`config.mk`:
```
export PLATFORM = sky130hd
export DESIGN_NAME = cv32e40s_clint_irq_ctrl
export DESIGN_NICKNAME = d
export VERILOG_FILES = /design/src/rtl/cv32e40s_pkg.sv /design/src/rtl/cv32e40s_sync.sv /design/src/rtl/cv32e40s_clint_irq_ctrl.sv
export SDC_FILE = /design/constraint.sdc
export NUM_CORES = 1
export LEC_CHECK = 0
export CELL_PAD_IN_SITES_DETAIL_PLACEMENT = 0
export CELL_PAD_IN_SITES_GLOBAL_PLACEMENT = 1
export CORE_MARGIN = 3
export CORE_UTILIZATION = 25
export CTS_CLUSTER_SIZE = 14
export DETAILED_ROUTE_END_ITERATION = 16
export PLACE_DENSITY = 0.85
export REMOVE_ABC_BUFFERS = 1
export SYNTH_ARGS = -nofsm -noshare
export SYNTH_HDL_FRONTEND = slang
export SYNTH_HIERARCHICAL = 1
export SYNTH_SLANG_ARGS = --single-unit
```
`constraint.sdc`:
```
create_clock -name clk -period 2.4 [get_ports clk]
set_input_delay 0.24 -clock clk [delete_from_list [all_inputs] [get_ports clk]]
set_output_delay 0.24 -clock clk [all_outputs]
set_load 0.02 [all_outputs]
```
`src/rtl/cv32e40s_pkg.sv`:
```
// Shared types and constants for the CLINT interrupt controller slice.
package cv32e40s_pkg;

    typedef enum logic [1:0] {
        PRIV_LVL_U = 2'b00,
        PRIV_LVL_S = 2'b01,
        PRIV_LVL_H = 2'b10,
        PRIV_LVL_M = 2'b11
    } privlvl_t;

    // Interrupt lines implemented in mip/mie: MSI, MTI, MEI and the 16 platform lines.
    localparam logic [31:0] IRQ_MASK    = 32'hFFFF_0888;
    localparam int unsigned CSR_MSI_BIT = 3;
    localparam int unsigned CSR_MTI_BIT = 7;
    localparam int unsigned CSR_MEI_BIT = 11;

endpackage

```
`src/rtl/cv32e40s_sync.sv`:
```
// Multi-flop synchronizer for one asynchronous level signal.
module cv32e40s_sync #(
    parameter int SYNC_STAGES = 2
) (
    input  logic clk,
    input  logic rst_n,
    input  logic serial_i,
    output logic serial_o
);

    logic [SYNC_STAGES-1:0] sync_q;

    always_ff @(posedge clk or negedge rst_n) begin
        if (!rst_n) begin
            sync_q <= '0;
        end else begin
            sync_q <= {sync_q[SYNC_STAGES-2:0], serial_i};
        end
    end

    assign serial_o = sync_q[SYNC_STAGES-1];

endmodule

```
`src/rtl/cv32e40s_clint_irq_ctrl.sv`:
```
// CLINT-mode interrupt controller: synchronizes irq lines, builds mip and
// presents a registered request/ID/wakeup to the core controller.
module cv32e40s_clint_irq_ctrl
    import cv32e40s_pkg::*;
#(
    parameter int SYNC_STAGES = 2
) (
    input  logic        clk,
    input  logic        rst_n,
    input  logic [31:0] irq_i,
    input  logic [31:0] mie_i,
    input  logic        mstatus_mie_i,
    input  privlvl_t    priv_lvl_i,
    input  logic        irq_mask_i,
    output logic [31:0] mip_o,
    output logic        irq_req_ctrl_o,
    output logic [9:0]  irq_id_ctrl_o,
    output logic        irq_wu_ctrl_o
);

    logic [31:0] irq_sync;
    logic [31:0] pend_en;
    logic        global_en;
    logic [4:0]  win_id;
    logic        irq_req_d, irq_req_q;
    logic [9:0]  irq_id_d,  irq_id_q;
    logic        irq_wu_d,  irq_wu_q;
    logic        unused_irq;

    generate
        for (genvar gi = 0; gi < 32; gi++) begin : g_irq
            if (IRQ_MASK[gi]) begin : g_valid
                cv32e40s_sync #(
                    .SYNC_STAGES (SYNC_STAGES)
                ) u_sync (
                    .clk      (clk),
                    .rst_n    (rst_n),
                    .serial_i (irq_i[gi]),
                    .serial_o (irq_sync[gi])
                );
            end else begin : g_tie
                assign irq_sync[gi] = 1'b0;
            end
        end
    endgenerate

    assign unused_irq = ^(irq_i & ~IRQ_MASK);

    assign mip_o     = irq_sync;
    assign pend_en   = irq_sync & mie_i & IRQ_MASK;
    assign global_en = (priv_lvl_i == PRIV_LVL_U) ||
                       ((priv_lvl_i == PRIV_LVL_M) && mstatus_mie_i);

    // Lowest priority assigned first so later (higher priority) hits override.
    always_comb begin
        win_id = 5'd0;
        if (pend_en[CSR_MTI_BIT]) win_id = 5'(CSR_MTI_BIT);
        if (pend_en[CSR_MSI_BIT]) win_id = 5'(CSR_MSI_BIT);
        if (pend_en[CSR_MEI_BIT]) win_id = 5'(CSR_MEI_BIT);
        for (int i = 16; i < 32; i++) begin
            if (pend_en[i]) win_id = 5'(i);
        end
    end

    always_comb begin
        irq_wu_d  = |pend_en;
        irq_req_d = (|pend_en) && global_en && !irq_mask_i;
        irq_id_d  = irq_id_q;
        if (|pend_en) begin
            irq_id_d = {5'd0, win_id};
        end
    end

    always_ff @(posedge clk or negedge rst_n) begin
        if (!rst_n) begin
            irq_req_q <= 1'b0;
            irq_id_q  <= 10'd0;
            irq_wu_q  <= 1'b0;
        end else begin
            irq_req_q <= irq_req_d;
            irq_id_q  <= irq_id_d;
            irq_wu_q  <= irq_wu_d;
        end
    end

    assign irq_req_ctrl_o = irq_req_q;
    assign irq_id_ctrl_o  = irq_id_q;
    assign irq_wu_ctrl_o  = irq_wu_q;

endmodule
```
==> results.cfg <==
[synth]
synth_seq_area_share_pct = 69.6
syn_area_per_cell_um2 = 13.6
synth_seq_cells = 45
synth_area_um2 = 1620
ys_top_cells_by_area = dfrtp_1, buf_4, a22oi_1, nand2_1, a22o_1
synth_top_area_share_pct = 69.6
yosysTopAreaCell = dfrtp_1
ys_warn_count = 6
ys_types = 28
synthCells = 119

[cts]
clk_pin_slew_ps = 90
numClockSinks = 45
cts_buffers = 5
htree_levels = 2
tritoncts = done
ctsLongestPathBuffers = 2
cts_setup_buffers = 0
cts_resized = 0
clk_latency_ps = 290
cts_hold_buf = 0
clockRootBuffer = clkbuf_8

[global_route]
grt_util_all_layers_pct = 9.84
grt_util_met2_pct = 16.5
use_met1_pct = 10.9
grt-busiest-layer = met2
grt_pass1_wl_um = 5530
grt_overflow = 0
grt_max_degree = 46
grt_pass1_vias = 1187
antenna_found_initial = 0
grtUsageMet3_pct = 4.66

[cells_and_area]
fin_cells = 274
final_cell_mix = clkdlybuf4s50_1, dfrtp_1, conb_1
layout.nets = 268
layout_commonest_cell = clkdlybuf4s50_1
area_delta_synth_final_pct = 52.6
layout-drive-gt1-share_pct = 8.04
final_core_util_pct = 40.5
fill_cells = 597
n_antenna_cell = 0

[timing]
fin_crit_ps = 2090
grt_setup_unrepaired = false
fin_worst_skew_ps = 6.91
timing.final.hold_violations = 0
finalMaxSlewViolations = 0
slew_headroom_pct = 37.5
finalSetupViolations = 0
timing.hold.ws_ps = 78.5
fmax_ghz = 0.478
finalWorstSetupSlack_ps = 306
period_share_pct = 87.2
tightestPinTransition_ps = 937

[routing]
via_per_inst = 4.18
final_antenna_net_count = 0
vias = 1144
initialDrtViolationCount = 41
wl_per_cell_um = 13.2
dr.pass1.iters = 6
drc_errors = 0
finalWirelength_um = 3620

[pwr]
ir_drop_uv = 300
power.total_mw = 1.64
p_leak_nw = 1.05
power_density_nw_per_um2 = 664

[die]
core_area_um2 = 6100
initial_core_util_pct = 26.6
die_height_um = 86.5
chipWidth_um = 86.5
io_pins = 114
die_area_um2 = 7480
rows = 28

[setup_path]
start_kind = flop
cp_slowest_cell = or4b_1
r2r_end = irq_id_ctrl_o[2]
cp.arrival_ps = 2260
cp_max_fo = 7
cp.required_ps = 2560
path_class = flop to flop
crit_path_end_kind = flop
rr_worst_depth = 5
cp_slowest_stage_delay_ps = 640
r2r_setup_slack_ps = 310
r2r-start = g_irq[27].g_valid.u_sync/sync_q[1]
path_cells = a22o_1 -> nor4bb_1 -> or4b_1 -> nor2_1 -> a41oi_2

[place]
place_ws_ps = -9.56
placed_cells = 266
io_buffers = 69
hpwl_um = 2890
gp_congestion = 0.794

[run]
drv_cap = 0

[status]
status = finished, final reports clean

[hold_path]
hold_path_class = input port to async pin
## how the worst max path moves through the flow
stage	startpoint	endpoint	cells past startpoint
finish	g_irq[27].g_valid.u_sync/sync_q[1]	irq_id_ctrl_o[2]	5
floorplan	g_irq[11].g_valid.u_sync/sync_q[1]	irq_id_ctrl_o[2]	5
CTS	g_irq[28].g_valid.u_sync/sync_q[1]	irq_id_ctrl_o[2]	5
detailed placement	mie_i[27]	irq_id_ctrl_o[2]	6
global route	g_irq[28].g_valid.u_sync/sync_q[1]	irq_id_ctrl_o[2]	5
global placement	mie_i[26]	irq_id_ctrl_o[2]	6
## registers in the layout, summed over array words and instances (netlist names)
register                     cells
irq_id_ctrl_o                    5
irq_req_ctrl_o                   1
irq_wu_ctrl_o                    1
g_irq.g_valid.u_sync/sync_q     38
## cells in the mapped netlist, drive strengths merged
library cell	number
dfrtp	45
buf	19
nand2	10
a22oi	7
nor2	4
o21ai	4
a22o	3
nand3	3
a21oi	2
a222oi	2
a31oi	2
a32oi	2
inv	2
a21bo	1
a21o	1
a311oi	1
a41oi	1
and3b	1
conb	1
nand3b	1
nand4	1
nand4b	1
nor4bb	1
o2111ai	1
o22ai	1
or2	1
or4b	1
## stage by stage
step | setup TNS, ps | cell area (um^2)
after floorplan | 0 | 1540
after global placement | 0 | 2360
after detailed placement | -9.56 | 2360
after CTS | 0 | 2470
after global routing | 0 | 2470
final | 0 | 2470
## logic make-up after synthesis
| family | count (synthesis) | synth area share [%] |
|---|---|---|
| DFF | 45 | 69.6 |
| buffers and inverters | 21 | 9.12 |
| other | 1 | 0.232 |
| AOI/OAI and AO/OA | 28 | 13.4 |
| and+or+nand+nor | 24 | 7.73 |
## worst max-delay path, delay by kind of cell, from the launching register on
family | cells | cell delay (ps)
simple gates | 3 | 1250
flops | 1 | 400
compound gates | 2 | 320
## final cells by class
type                            instances  area [um^2]  area share, %
Sequential cell                        45         1130           45.6
Timing Repair Buffer                   74          723           29.3
Multi-Input combinational cell         70          409           16.6
Tap cell                               75         93.8           3.80
Clock buffer                            6         72.6           2.94
Clock inverter                          2         38.8           1.57
Inverter                                2         7.51          0.304
## per-layer routing
layer / routed length, um / vias to the layer above
met5: 0 / -
met4: 51 / 0
met3: 370 / 7
met2: 1800 / 56
met1: 1400 / 532
li1: - / 549
## report_power, final
group	internal (mW)	switching (mW)	leakage [nW]
Sequential	0.798	0.0207	0.515
Clock	0.312	0.250	0.0554
Combinational	0.134	0.125	0.482
(Power assumes the default switching activity.)
